## src/rtl/multi_capture_pkg.sv

```systemverilog
// Shared types and helpers for the multi-channel ADC capture block.
package multi_capture_pkg;

    localparam int CH_SEL_W = 4;

    typedef enum logic [1:0] {
        IDLE   = 2'd0,
        SETTLE = 2'd1,
        WAIT   = 2'd2
    } cap_state_t;

    // First enabled channel strictly after cur, wrapping modulo num_ch.
    // Returns cur when it is the only enabled channel (or none are).
    function automatic logic [CH_SEL_W-1:0] next_enabled(
        input logic [15:0]         mask,
        input logic [CH_SEL_W-1:0] cur,
        input int                  num_ch
    );
        logic [CH_SEL_W-1:0] res;
        logic [CH_SEL_W-1:0] idx;
        res = cur;
        for (int k = 16; k >= 1; k--) begin
            if (k <= num_ch) begin
                idx = CH_SEL_W'((int'(cur) + k) % num_ch);
                if (mask[idx]) res = idx;
            end
        end
        return res;
    endfunction

endpackage

```

## src/rtl/multi_capture_pwm.sv

```systemverilog
// Shared free-running counter driving one registered PWM comparator per channel.
// Latency: 1 cycle from value change to pwm; no backpressure (free-running).
// Duty = value / 2^SAMPLE_W; no period alignment on value change.
module multi_capture_pwm #(
    parameter int NUM_CH   = 8,
    parameter int SAMPLE_W = 10
) (
    input  logic                               clk,
    input  logic                               rst_n,
    input  logic [NUM_CH-1:0][SAMPLE_W-1:0]    values,
    output logic [NUM_CH-1:0]                  pwm
);

    logic [SAMPLE_W-1:0] ctr;

    always_ff @(posedge clk or negedge rst_n) begin
        if (!rst_n) begin
            ctr <= '0;
            pwm <= '0;
        end else begin
            ctr <= ctr + 1'b1;
            for (int i = 0; i < NUM_CH; i++) begin
                pwm[i] <= (ctr < values[i]);
            end
        end
    end

endmodule

```

## src/rtl/multi_input_capture.sv

```systemverilog
// Round-robin ADC capture over an enable mask with per-channel storage, PWM and readback.
// Latency: store 1 cycle after accepted strobe, rd_data 1 cycle; no backpressure, strobes outside WAIT dropped.
// Optional MULTI_CAPTURE_FILTER_EN: stored value follows a first-order IIR instead of the raw sample.
module multi_input_capture
    import multi_capture_pkg::*;
#(
    parameter int NUM_CH      = 8,
    parameter int SAMPLE_W    = 10,
    parameter int SETTLE_CYC  = 4,
    parameter int TIMEOUT_CYC = 65535,
    parameter int FILT_SHIFT  = 2
) (
    input  logic                  clk,
    input  logic                  rst_n,
    input  logic [NUM_CH-1:0]     ch_en,
    output logic [CH_SEL_W-1:0]   channel,
    input  logic                  new_sample,
    input  logic [SAMPLE_W-1:0]   sample,
    input  logic [CH_SEL_W-1:0]   sample_channel,
    output logic [NUM_CH-1:0]     pwm,
    output logic [NUM_CH-1:0]     ch_valid,
    output logic                  timeout,
    input  logic [CH_SEL_W-1:0]   rd_sel,
    output logic [SAMPLE_W-1:0]   rd_data
);

    if (NUM_CH < 1 || NUM_CH > 16) begin : g_bad_num_ch
        $error("NUM_CH out of range");
    end
    if (FILT_SHIFT < 1 || FILT_SHIFT >= SAMPLE_W) begin : g_bad_shift
        $error("FILT_SHIFT out of range");
    end

    cap_state_t                     state, state_nx;
    logic [CH_SEL_W-1:0]            cur_nx;
    logic [7:0]                     settle_cnt, settle_nx;
    logic [15:0]                    to_cnt, to_nx;
    logic                           store, to_pulse, advance;
    logic [15:0]                    en16;
    logic [CH_SEL_W-1:0]            nxt_ch, first_ch;
    logic [NUM_CH-1:0][SAMPLE_W-1:0] val;
    logic [SAMPLE_W-1:0]            cur_val, new_val, rd_mux;

    assign en16     = 16'(ch_en);
    assign nxt_ch   = next_enabled(en16, channel, NUM_CH);
    assign first_ch = next_enabled(en16, CH_SEL_W'(NUM_CH - 1), NUM_CH);

    always_ff @(posedge clk or negedge rst_n) begin
        if (!rst_n) begin
            state      <= IDLE;
            channel    <= '0;
            settle_cnt <= '0;
            to_cnt     <= '0;
        end else begin
            state      <= state_nx;
            channel    <= cur_nx;
            settle_cnt <= settle_nx;
            to_cnt     <= to_nx;
        end
    end

    always_comb begin
        state_nx  = state;
        cur_nx    = channel;
        settle_nx = settle_cnt;
        to_nx     = to_cnt;
        store     = 1'b0;
        to_pulse  = 1'b0;
        advance   = 1'b0;
        case (state)
            IDLE: begin
                if (en16 != '0) begin
                    cur_nx    = first_ch;
                    settle_nx = 8'(SETTLE_CYC);
                    state_nx  = SETTLE;
                end
            end
            SETTLE: begin
                if (!en16[channel]) begin
                    advance = 1'b1;
                end else if (settle_cnt <= 8'd1) begin
                    state_nx = WAIT;
                    to_nx    = 16'(TIMEOUT_CYC);
                end else begin
                    settle_nx = settle_cnt - 8'd1;
                end
            end
            WAIT: begin
                // Disable beats accept, accept beats an expiring timeout.
                if (!en16[channel]) begin
                    advance = 1'b1;
                end else if (new_sample && sample_channel == channel) begin
                    store   = 1'b1;
                    advance = 1'b1;
                end else if (to_cnt <= 16'd1) begin
                    to_pulse = 1'b1;
                    advance  = 1'b1;
                end else begin
                    to_nx = to_cnt - 16'd1;
                end
            end
            default: state_nx = IDLE;
        endcase

        if (advance) begin
            if (en16 == '0) begin
                state_nx = IDLE;
            end else if (nxt_ch == channel) begin
                state_nx = WAIT;
                to_nx    = 16'(TIMEOUT_CYC);
            end else begin
                cur_nx    = nxt_ch;
                state_nx  = SETTLE;
                settle_nx = 8'(SETTLE_CYC);
            end
        end
    end

    always_comb begin
        cur_val = '0;
        rd_mux  = '0;
        for (int i = 0; i < NUM_CH; i++) begin
            if (channel == CH_SEL_W'(i)) cur_val = val[i];
            if (rd_sel == CH_SEL_W'(i))  rd_mux  = val[i];
        end
    end

`ifdef MULTI_CAPTURE_FILTER_EN
    logic [15:0]                vld16;
    logic signed [SAMPLE_W:0]   diff, step, sum;

    assign vld16 = 16'(ch_valid);

    always_comb begin
        diff = $signed({1'b0, sample}) - $signed({1'b0, cur_val});
        step = diff >>> FILT_SHIFT;
        sum  = $signed({1'b0, cur_val}) + step;
        // First capture seeds the filter so it does not ramp up from zero.
        new_val = vld16[channel] ? sum[SAMPLE_W-1:0] : sample;
    end
`else
    assign new_val = sample;
`endif

    always_ff @(posedge clk or negedge rst_n) begin
        if (!rst_n) begin
            val      <= '0;
            ch_valid <= '0;
            timeout  <= 1'b0;
            rd_data  <= '0;
        end else begin
            for (int i = 0; i < NUM_CH; i++) begin
                if (store && channel == CH_SEL_W'(i)) begin
                    val[i]      <= new_val;
                    ch_valid[i] <= 1'b1;
                end
            end
            timeout <= to_pulse;
            rd_data <= rd_mux;
        end
    end

    multi_capture_pwm #(
        .NUM_CH   (NUM_CH),
        .SAMPLE_W (SAMPLE_W)
    ) u_pwm (
        .clk    (clk),
        .rst_n  (rst_n),
        .values (val),
        .pwm    (pwm)
    );

endmodule

```

## config.mk

```make
export PLATFORM = sky130hd
export DESIGN_NAME = multi_input_capture
export DESIGN_NICKNAME = d
export VERILOG_FILES = /design/src/rtl/multi_capture_pkg.sv /design/src/rtl/multi_capture_pwm.sv /design/src/rtl/multi_input_capture.sv
export SDC_FILE = /design/constraint.sdc
export NUM_CORES = 1
export LEC_CHECK = 0
export BUFFER_PORTS_ARGS = -buffer_cell sky130_fd_sc_hd__buf_2
export CORE_MARGIN = 3
export CORE_UTILIZATION = 65
export DETAILED_ROUTE_END_ITERATION = 8
export GPL_ROUTABILITY_DRIVEN = 0
export PLACE_DENSITY = 0.95
export SYNTH_ARGS = -nofsm -noshare
export SYNTH_HDL_FRONTEND = slang
export SYNTH_SLANG_ARGS = --single-unit
```

## constraint.sdc

```tcl
create_clock -name clk -period 8.98 [get_ports clk]
set_clock_uncertainty 0.2 [all_clocks]
set_input_delay 1.796 -clock clk [delete_from_list [all_inputs] [get_ports clk]]
set_output_delay 1.796 -clock clk [all_outputs]
set_load 0.01 [all_outputs]
```

Word level (Yosys, flattened, before mapping)
Index checks and enable logic that the tools add are counted.
{"block": "totals", "ff_bits": 147, "output_inout_bits": 31, "input_bits": 29, "wordCells": 187}
{"block": "op_classes", "order_cmp": 19, "n_reduce_logical": 23, "bitwise_logic": 8, "eq_ne": 22, "n_addsub": 11, "mux": 80}
{"cell": "$mux W16", "count": 8}
{"cell": "$lt A10 B10 Y1", "count": 8}
{"cell": "$mux W10", "count": 8}
{"cell": "$mux W4", "count": 19}
{"cell": "$mux W8", "count": 6}
{"cell": "$lt A4 B5 Y1 const B", "count": 9}
{"cell": "$bmux W1 S4", "count": 9}
{"cell": "$eq A4 B3 Y1 const B", "count": 8}
{"cell": "$pmux W16 S2", "count": 1}
{"cell": "$reduce_or A3 Y1", "count": 8}
{"cell": "$mux W1", "count": 20}
{"cell": "$eq A4 B2 Y1 const B", "count": 4}
{"cell": "$le A16 B1 Y1 const B", "count": 1}
{"cell": "$logic_not A16 Y1", "count": 1}
{"cell": "$pmux W8 S2", "count": 1}
{"cell": "$reduce_bool A16 Y1", "count": 1}
{"cell": "$sub A16 B1 Y16 const B", "count": 1}
{"cell": "$add A3 B3 Y3 const B", "count": 4}
{"cell": "$mux W2", "count": 6}
{"cell": "$add A10 B1 Y10 const B", "count": 1}
{"cell": "$logic_and A1 B1 Y1", "count": 9}
{"cell": "$ne A3 B3 Y1 const B", "count": 3}
{"cell": "$and A1 B1 Y1 const A", "count": 8}
{"cell": "$eq A4 B1 Y1 const B", "count": 2}
{"cell": "13 further kinds", "count": 17}

Longest topological paths before layout
Gate-level depths: netlist of run 1.
{"block": "depth", "ltp_word": 17, "ltp_mapped": 14, "depth_no_buf": 10}

By module
From an unflattened synthesis of run 1, not the netlist that was laid out.
{"block": "hier_totals", "cells_unflattened": 999, "area_unflattened_um2": 9748.1}
{"mod": "multi_input_capture", "cells_per_inst": 703, "seq_area_each_um2": 3228.1, "n_inst": 1, "area_each_um2": 7265.7}
{"mod": "multi_capture_pwm", "cells_per_inst": 296, "seq_area_each_um2": 450.4, "n_inst": 1, "area_each_um2": 2482.4}

Worst setup path after synthesis of run 1
No wires, ideal clock.
{"block": "synth_path", "kind": "input-to-reg", "startpoint": "input ch_en[0]", "endpoint": "register channel[0]", "setup_time_ps": 131, "arrival_time_ps": 3977, "setup_slack_ps": 4672, "path_stages": 9, "t_required_ps": 8649, "n_path_buf": 1, "path_cell_list": "clkbuf_2 -> mux2i_1 -> mux4_2 -> or2_1 -> nor2b_1 -> and4_1 -> a221o_1 -> a31o_1 -> or3_1"}
{"block": "synth_via", "elab_chain_len": 14, "word_cells_on_any_way": 38, "cone_classes": "1 x eq/ne; 35 x mux; 2 x reduce/logical"}
{"element": "from (decl)", "line": "multi_input_capture.sv:15", "source": "input logic [NUM_CH-1:0] ch_en,"}
{"element": "$bmux W1 S4", "line": "multi_capture_pkg.sv:25", "source": "if (mask[idx]) res = idx;"}
{"element": "$mux W1 (not written as such)", "line": "multi_capture_pkg.sv:25"}
{"element": "$mux W4 (8 in series)", "line": "multi_capture_pkg.sv:25"}
{"element": "$eq A4 B4 Y1", "line": "multi_input_capture.sv:108", "source": "end else if (nxt_ch == channel) begin"}
{"element": "$mux W4", "line": "multi_input_capture.sv:108"}
{"element": "$mux W4", "line": "multi_input_capture.sv:106", "source": "if (en16 == '0) begin"}
{"element": "$mux W4 *", "line": "multi_input_capture.sv:105", "source": "if (advance) begin"}
{"element": "net cur_nx[0]", "line": "multi_input_capture.sv:35", "source": "logic [CH_SEL_W-1:0] cur_nx;"}
{"element": "to (signal assigned)", "line": "multi_input_capture.sv:56", "source": "channel <= cur_nx;"}
{"element": "to (decl)", "line": "multi_input_capture.sv:16", "source": "output logic [CH_SEL_W-1:0] channel,"}
The timed path passes the listed nets; every way through them passes the cells marked *. The select of a mux whose other input is x is not followed.
A chain may end at the register's enable or synchronous reset.

Worst setup path after layout of run 1
{"block": "layout_path", "startpoint": "register channel[0]", "endpoint": "register channel[1]"}
{"block": "layout_via", "elab_chain_len": 17, "word_cells_on_any_way": 60, "cone_classes": "8 x add/sub; 2 x eq/ne; 33 x mux; 8 x bitwise; 9 x reduce/logical"}
{"element": "$add A3 B1 Y3", "line": "multi_capture_pkg.sv:24", "source": "idx = CH_SEL_W'((int'(cur) + k) % num_ch);"}
{"element": "$reduce_or A3 Y1 (no line)"}
{"element": "$and A1 B1 Y1 (no line)"}
{"element": "$bmux W1 S4", "line": "multi_capture_pkg.sv:25"}
{"element": "$mux W1 (not written as such)", "line": "multi_capture_pkg.sv:25"}
{"element": "$mux W4 (8 in series)", "line": "multi_capture_pkg.sv:25"}
{"element": "$eq A4 B4 Y1", "line": "multi_input_capture.sv:108"}
{"element": "$mux W4", "line": "multi_input_capture.sv:108"}
{"element": "$mux W4", "line": "multi_input_capture.sv:106"}
{"element": "$mux W4 *", "line": "multi_input_capture.sv:105"}
{"element": "net cur_nx[1]", "line": "multi_input_capture.sv:35"}
Marked as above.

==> results.cfg, run 1 <==
[worst_setup_path]
critical_path_class = reg2reg
path_max_fanout = 25
slowest_delay_ps = 1010
critPathSlowestCell = dfrtp_1
critPathLaunchType = flip-flop
critPathArrivalTime_ps = 5110
crit_family = multiplexers
worst_path_most_repeated_cell = mux2i_1
worstPathCellList = inv_1 > ha_1 > mux2i_1 > mux4_2 > or2_1 > nor2b_1 > and4_1 > a221o_1 > a21oi_2 > mux2i_1
cp.required_ps = 9130
worst-path-buf-inv = 1
end_kind = flip-flop

[logic_synthesis]
synth_largest_area_cell = dfrtp_1
yosys_warnings = 0
synth_top_area_share_pct = 38.8
syn-num-nets = 1065
synth-adder-area-share_pct = 11.2
synthesis.area_sq_um = 9480
ys_seq_elements = 147
synth_simple_gate_area_share_pct = 12.4
avgSynthCellArea_sq_um = 9.97
synth_mux_area_share_pct = 13.7
synth-xor-area-share_pct = 1.29
synth_top_family_by_area = compound AO/OA/AOI/OAI gates
async_flop_share_pct = 100
synth_edf_count = 0
ys_seq_area_share_pct = 38.8
synth_compound_area_share_pct = 16.9
ys_types = 63
ys_top_cells_by_area = dfrtp_1 39%, ha_1 11%, mux2_2 10%, inv_1 3.7%, a21o_1 3.3%
synthFlopType = dfrtp_1
synthCells = 951

[worst_hold_path]
hold_path.class = reg2reg

[route]
drt_wl_total_um = 24500
drcViolationCount = 0
drtPass1Iterations = 6
vias = 7967
vias_per_cell = 6.71
drt_first_iter_violations = 861
antenna_left = 0
wl_per_cell_um = 20.6

[timing]
min_period_ps = 4960
maxSlewHeadroom_pct = 7.84
fin_setup_tns_ps = 0
grt_setup_unrepaired = no
fmax_mhz = 201
setup_viol_count_final = 0
finalHoldViolCount = 0
fin_crit_sh_pct = 55.3
worstMarginPinSlew_ps = 1370
maxSlewViolCount = 0

[floorplan]
die_w_um = 127
rows = 43
core_area_sq_um = 14100
start_util_pct = 67.3
die_area_sq_um = 16100
io_pins = 60
fp.dieH_um = 127

[clock_tree]
postCtsSetupBuffers = 0
cts_buffer_depth = 2
cts_sinks = 147
ctsHoldBuffers = 0
cts_tree = yes
cts_max_level = 4
clk_latency_ps = 440
ctsResizeCount = 0
cts_buffers = 17
path_clk_slew_ps = 60
cts_root_buffer = clkbuf_16

[global_routing]
grt_max_degree = 80
antenna_found_initial = 0
grt_usage_pct = 31.3
grt.overflow.total = 0
grt_pass1_vias = 7982
grt_pass1_wl_um = 40400

[power_and_ir_drop]
p_leak_nw = 4.97
p_comb_share_pct = 43.1
ir_worst_vdd_v = 0.000270
power_mw = 2.79
powerDensity_nw_per_um2 = 266
switching_share_pct = 40.7
power_switching_mw = 1.13
p_clk_share_pct = 26.9
p_int_mw = 1.65
p_seq_share_pct = 30.0

[cells_and_area]
final_nets = 1107
layout-drive-gt1-share_pct = 19.6
design_area_sq_um = 10500
n_fill_cell = 873
area_growth_pct = 10.5

[placed_design]
io_buffers = 59
dpl.hpwl_um = 16400
placed_cell_area_sq_um = 9860

[status]
status = finished, final reports clean

[run]
drv_cap = 0
-- cells by family after synthesis --
| family | after synthesis |
|---|---|
| fa+ha+maj | 85 |
| xor+xnor | 14 |
| compound gates | 231 |
| mux | 108 |
| buf+inv | 133 |
| flops | 147 |
| simple gates | 233 |
-- layout make-up --
| type | instances | area, sq um | share of cell area (%) |
|---|---|---|---|
| clock buffers | 22 | 474 | 4.53 |
| clock inverters | 10 | 145 | 1.39 |
| repair buffers | 63 | 332 | 3.16 |
| diodes | 1 | 2.50 | 0.0239 |
| multi-input cells | 671 | 5270 | 50.3 |
| well taps | 180 | 225 | 2.15 |
| inverters | 93 | 349 | 3.33 |
| flip-flops and latches | 147 | 3680 | 35.1 |
-- worst register-to-register path, stage by stage, from the launching register on --
cell and delay (ps):
dfrtp_1 1010, inv_1 380, ha_1 680, mux2i_1 220
mux4_2 580, or2_1 270, nor2b_1 150, and4_1 190
a221o_1 400, a21oi_2 540, mux2i_1 250
-- registers in the layout, summed over array words and instances, names as in the netlist --
signal / flops
channel: 4
u_pwm.ctr: 10
settle_cnt: 8
timeout: 1
rd_data: 10
ch_valid: 8
u_pwm.pwm: 8
to_cnt: 16
state: 2
val: 80
-- cell usage after synthesis, drive strengths merged, types with 3 or more instances --
| cell | count |
|---|---|
| nor2b | 7 |
| mux2i | 15 |
| nor3 | 23 |
| and2 | 6 |
| or3 | 6 |
| nand2 | 59 |
| and3 | 5 |
| o221ai | 5 |
| nor4 | 11 |
| buf | 18 |
| xnor2 | 9 |
| nand3 | 22 |
| nand2b | 23 |
| a311oi | 4 |
| dfrtp | 147 |
| a21oi | 40 |
| a211oi | 16 |
| nor2 | 48 |
| clkbuf | 22 |
| o31a | 10 |
| mux4 | 9 |
| ha | 85 |
| nand4 | 6 |
| or2 | 6 |
| a21o | 42 |
| inv | 93 |
| xor2 | 5 |
| a41oi | 7 |
| mux2 | 84 |
| o22ai | 5 |
| a22oi | 26 |
| nor4b | 4 |
| o21ai | 38 |
| a31oi | 8 |
| o21a | 4 |
| o31ai | 3 |
| o211ai | 7 |
-- routing by layer --
| metal | part of all wire (%) | GRT usage [%] |
|---|---|---|
| met3 | 8.6 | 7.54 |
| met4 | 3.1 | 14.4 |
| met5 | 0 | 0 |
| met2 | 49 | 51.6 |
| met1 | 39 | 39.2 |
-- metrics by stage --
stage          cells  hold WS (ps)  worst slack [ps]  utilization, %
2_1_floorplan    951           249              4670               -
3_3_place_gp    1154           245              4190            69.9
3_5_place_dp    1154           251              4110            69.9
4_1_cts         1186           273              4110            74.3
5_1_grt         1186           285              3770            74.3
6_report        1187           270              4020            74.3
-- worst paths after layout --
path	startpoint	to	slack [ps]	cells after the start
max	channel[0]	channel[1]	4020	10
min	ch_valid[2]	ch_valid[2]	270	1
max reg2reg	channel[0]	channel[1]	4020	10
min reg2reg	ch_valid[2]	ch_valid[2]	270	1
max in group asynchronous	rst_n	to_cnt[0]	5980	2
min in group asynchronous	rst_n	val[11]	1160	1
-- cells in the final DEF, fill, tap and decap left out, types with 10 or more instances in the layout --
master	n
mux2_2	84
nor2_1	48
inv_1	93
mux2i_1	15
a21o_1	42
o21ai_0	38
nor4_1	11
buf_2	58
a22oi_1	26
nand3_1	21
a21oi_1	39
a211oi_1	16
dfrtp_1	147
nand2_1	59
clkbuf_16	17
nor3_1	23
ha_1	85
nand2b_1	23
o31a_1	10
-- power groups by stage --
stage	Sequential (mW)	Combinational, mW	Clock, mW
6_report	0.837	1.20	0.750
3_5_place_dp	0.842	1.16	0
3_3_place_gp	0.840	1.12	0
5_1_grt	0.850	1.31	0.777
2_1_floorplan	0.795	0.980	0
4_1_cts	0.833	1.17	0.752
Power figures use the tool's default switching activity.
==> run 2, diff against run 1 <==
Settings changed: CORE_UTILIZATION 65 to 62, PLACE_DENSITY 0.95 to 0.93.
Clock period 8.98 ns to 4.75 ns, I/O delays scaled along.
==> results.cfg, run 2 (synthesis results as in run 1) <==
[floorplan]
core_area_sq_um = 14800
die_w_um = 130
rows = 44
io_pins = 60
start_util_pct = 64.3
die_area_sq_um = 16800
fp.dieH_um = 130

[placed_design]
io_buffers = 59
dpl.hpwl_um = 16200

[timing]
fmax_mhz = 251
finalHoldViolCount = 0
maxSlewViolCount = 0
worstMarginPinSlew_ps = 1350
grt_setup_unrepaired = no
fin_crit_sh_pct = 84.0
min_period_ps = 3990
maxSlewHeadroom_pct = 10.0
setup_viol_count_final = 0
whs_ps = 257
fin_setup_tns_ps = 0

[clock_tree]
cts_max_level = 4
cts_buffers = 17
clk_latency_ps = 430
cts_root_buffer = clkbuf_16
ctsHoldBuffers = 0
cts_sinks = 147
path_clk_slew_ps = 60
cts_tree = yes
ctsResizeCount = 0
postCtsSetupBuffers = 0
cts_buffer_depth = 2

[global_routing]
grt.overflow.total = 0
grt_pass1_vias = 7952
grt_usage_pct = 29.4
antenna_found_initial = 0
grt_max_degree = 110
grt_pass1_wl_um = 39000

[worst_setup_path]
end_kind = flip-flop
critPathLaunchType = flip-flop
cp.required_ps = 4910
r2r_slack_ps = 760
path_max_fanout = 14
critPathArrivalTime_ps = 4140
critical_path_class = reg2reg
rr_startpoint = channel[1]
endpoint = channel[1]
r2r_end = channel[1]
crit_start = channel[1]
reg2regPathDepth = 11

[power_and_ir_drop]
power_mw = 5.36
powerDensity_nw_per_um2 = 508
ir_worst_vdd_v = 0.000497
p_leak_nw = 5.01

[route]
drt_first_iter_violations = 640
drcViolationCount = 0
wl_per_cell_um = 20.0
drtPass1Iterations = 6
vias = 7924
drt_wl_total_um = 24000
vias_per_cell = 6.62
antenna_left = 0

[status]
status = finished, final reports clean

[cells_and_area]
utilization_pct = 71.5
area_growth_pct = 11.3
largest_reg_flops = 80
seq_area_sq_um = 3680
regMostFlops = val
final_cell_mix = 147 x dfrtp_1, 93 x inv_1, 85 x ha_1
layout-drive-gt1-share_pct = 20.3
final_common_cell = dfrtp_1
top_regs = val (80), to_cnt (16)
diodes = 0
n_fill_cell = 975
multi_input_area_sq_um = 5270
final_nets = 1115

[run]
drv_cap = 0

[worst_hold_path]
worstHoldStart = ch_valid[3]
hold_path.class = reg2reg
==> run 2: cell count changes in the layout (fill, tap and decap cells not counted) <==
cell	before	now
buf_4	4	12
bufinv_16	3	4
clkbuf_1	2	0
clkbuf_8	3	2
clkinv_2	1	2
clkinvlp_4	2	3
diode_2	1	0
inv_6	3	2
==> run 2: worst min path at each step <==
stage                     slack (ps)  cells past startpoint            end
final                            260                      1    ch_valid[3]
after global routing             280                      1    ch_valid[3]
after CTS                        260                      1    ch_valid[2]
after detailed placement         250                      1    ch_valid[3]
after global placement           240                      1    ch_valid[4]
after floorplan                  250                      1  settle_cnt[7]
==> run 2: through the flow <==
stage / worst slack (ps) / instance area [sq um] / instances
3_3_place_gp: 924 / 9920 / 1166
2_1_floorplan: 876 / 9480 / 951
6_report: 762 / 10600 / 1197
5_1_grt: 515 / 10600 / 1197
3_5_place_dp: 787 / 9920 / 1166
4_1_cts: 787 / 10600 / 1197
==> run 2: critical path, cell delays in order (launching register included) <==
cell and delay (ps):
dfrtp_1 340, inv_1 40, buf_4 180, ha_1 560, mux2i_1 210, mux4_2 570
or2_1 260, nor2b_1 160, and4_1 200, a221o_1 390, a21oi_2 550, mux2i_1 250
==> run 2: per-layer routing <==
metal  vias up  GRT usage (%)  wire, um
met2       452           48.6     11900
li1       3548              -         -
met4         0           10.7       674
met3        78           6.68      1950
met1      3846           37.9      9450
met5         -              0         0
==> run 2: cell type report <==
cell class / instances / area share (%)
clock inverter: 12 / 1.70
timing repair buffer: 71 / 3.71
multi-input combinational: 671 / 50.0
tap: 184 / 2.18
sequential: 147 / 34.9
inverter: 93 / 3.31
clock buffer: 19 / 4.29
==> run 2: where the power goes <==
part | total (mW) | internal [mW] | switching (mW) | leakage, nW
clock network | 1.44 | 0.905 | 0.532 | 0.302
logic | 2.41 | 0.905 | 1.51 | 2.69
registers | 1.51 | 1.39 | 0.129 | 2.02
==> run 3, diff against run 2 <==
Settings changed: CORE_UTILIZATION 62 to 56, PLACE_DENSITY 0.93 to 0.89.
Clock period 4.75 ns to 3.6 ns, I/O delays scaled along.
==> results.cfg, run 3 (synthesis results as in run 1) <==
[status]
status = finished, final reports clean

[worst_setup_path]
worst-path-buf-inv = 3
path_max_fanout = 6
cp.required_ps = 3700
reg2regPathDepth = 12
r2r_end = channel[0]
slowest_delay_ps = 510
cp.depth = 12
crit_family = simple AND/OR/NAND/NOR gates
critPathSlowestCell = mux4_2
endpoint = channel[0]
end_kind = flip-flop
critical_path_class = reg2reg
worstPathCellList = inv_2 > ha_4 > buf_4 > mux2i_2 > mux4_2 > or2_4 > nor2b_1 > and4_1 > a221o_1 > buf_6 > a31o_1 > or3_1
critPathArrivalTime_ps = 3650
r2r_slack_ps = 50
rr_startpoint = channel[0]
crit_start = channel[0]
critPathLaunchType = flip-flop

[cells_and_area]
design_area_sq_um = 10900
final_cell_mix = 147 x dfrtp_1, 91 x inv_1, 84 x mux2_2, 84 x ha_1, 59 x nand2_1
final_nets = 1147
regMostFlops = val
finalNonFillerCells = 1263
top_regs = val (80), to_cnt (16)
largest_reg_flops = 80
seq_area_sq_um = 3680
layout-drive-gt1-share_pct = 23.5
multi_input_area_sq_um = 5320
area_growth_pct = 14.5
n_fill_cell = 1159
final_common_cell = dfrtp_1

[floorplan]
io_pins = 60
core_area_sq_um = 16200
die_w_um = 136
die_area_sq_um = 18500
start_util_pct = 58.4
fp.dieH_um = 136
rows = 46

[timing]
maxSlewViolCount = 0
setup_viol_count_final = 0
worstMarginPinSlew_ps = 706
fin_crit_sh_pct = 98.6
finalHoldViolCount = 0
maxSlewHeadroom_pct = 52.3
fmax_mhz = 282
min_period_ps = 3550

[power_and_ir_drop]
p_comb_share_pct = 49.1
power_mw = 7.36
ir_worst_vdd_v = 0.000729
power_switching_mw = 3.07
p_clk_share_pct = 23.7
switching_share_pct = 41.7
p_leak_nw = 5.16
powerDensity_nw_per_um2 = 678
p_int_mw = 4.29
p_seq_share_pct = 27.2

[worst_hold_path]
hold_path.class = in2async

[placed_design]
io_buffers = 59
dp.cells = 1224
dpl.hpwl_um = 17000
placed_cell_area_sq_um = 10200

[route]
dr_wl_met3_um = 1850
drcViolationCount = 0
antenna_left = 0
top_layer_used = met4
vias = 8073
vias_per_cell = 6.39
wl_met2_um = 12200
wl_met1_um = 10200
drtPass1Iterations = 5
drt_wl_total_um = 25200
drt_first_iter_violations = 657
wl_per_cell_um = 20.0

[global_routing]
grt_max_degree = 59
grt_usage_pct = 28.1
antenna_found_initial = 1
grt.overflow.total = 0
grt_pass1_vias = 8093
grt_pass1_wl_um = 41100

[run]
drv_cap = 0

[clock_tree]
clk_latency_ps = 430
cts_sinks = 147
cts_tree = yes
cts_max_level = 4
path_clk_slew_ps = 60
cts_buffers = 17
ctsHoldBuffers = 0
cts_root_buffer = clkbuf_16
cts_buffer_depth = 2
-- run 3: final cells by class --
type,count,share of cell area (%)
Multi-Input combinational cell,671,48.9
Sequential cell,147,33.9
Timing Repair Buffer,103,6.08
Clock buffer,20,4.30
Inverter,93,3.21
Tap cell,216,2.49
Clock inverter,12,1.09
Antenna cell,1,0.0230
-- run 3: power groups by stage --
| stage | clock [mW] | combinational [mW] | sequential, mW |
|---|---|---|---|
| floorplan | 0 | 2.48 | 1.98 |
| global placement | 0 | 3.16 | 2.01 |
| detailed placement | 0 | 3.28 | 2.01 |
| CTS | 1.76 | 3.32 | 1.99 |
| global route | 1.82 | 3.90 | 2.03 |
| finish | 1.75 | 3.61 | 2.00 |
-- run 3: worst min path at each step --
stage / startpoint / end / slack, ps / cells past startpoint
after floorplan: rst_n / ch_valid[0] / 220 / 0
after global placement: ch_valid[4] / ch_valid[4] / 240 / 1
after detailed placement: ch_valid[6] / ch_valid[6] / 250 / 1
after CTS: rst_n / val[11] / 80 / 1
after global routing: rst_n / val[10] / 110 / 1
final: rst_n / rd_data[1] / 60 / 1
-- run 3: layer usage --
metal / track usage [%] / vias up
met4: 12.9 / 0
met3: 5.48 / 88
li1: - / 3617
met2: 46.2 / 401
met1: 35.8 / 3967
met5: 0 / -
-- run 3: repair_timing --
item | CTS | global route
endpoints found under the setup margin | 2 | 30
pin swaps | 0 | 5
buffers inserted | 0 | 6
resized for setup | 0 | 11
hold endpoints to repair | 0 | 0
-- run 3: per-stage QoR --
stage	util, %	TNS, ps	hold slack [ps]	worst slack, ps
floorplan	-	0	224	13.2
global placement	62.8	0	244	126
detailed placement	62.8	0	247	15.9
CTS	66.4	-14.9	75.1	-8.55
global route	66.9	-15.4	112	-12.1
finish	66.9	0	61.6	50.5
-- run 3: worst register-to-register path: stages, from the launching register on --
cell	delay (ps)
dfrtp_1	420
inv_2	120
ha_4	240
buf_4	170
mux2i_2	150
mux4_2	510
or2_4	260
nor2b_1	140
and4_1	190
a221o_1	390
buf_6	160
a31o_1	170
or3_1	310
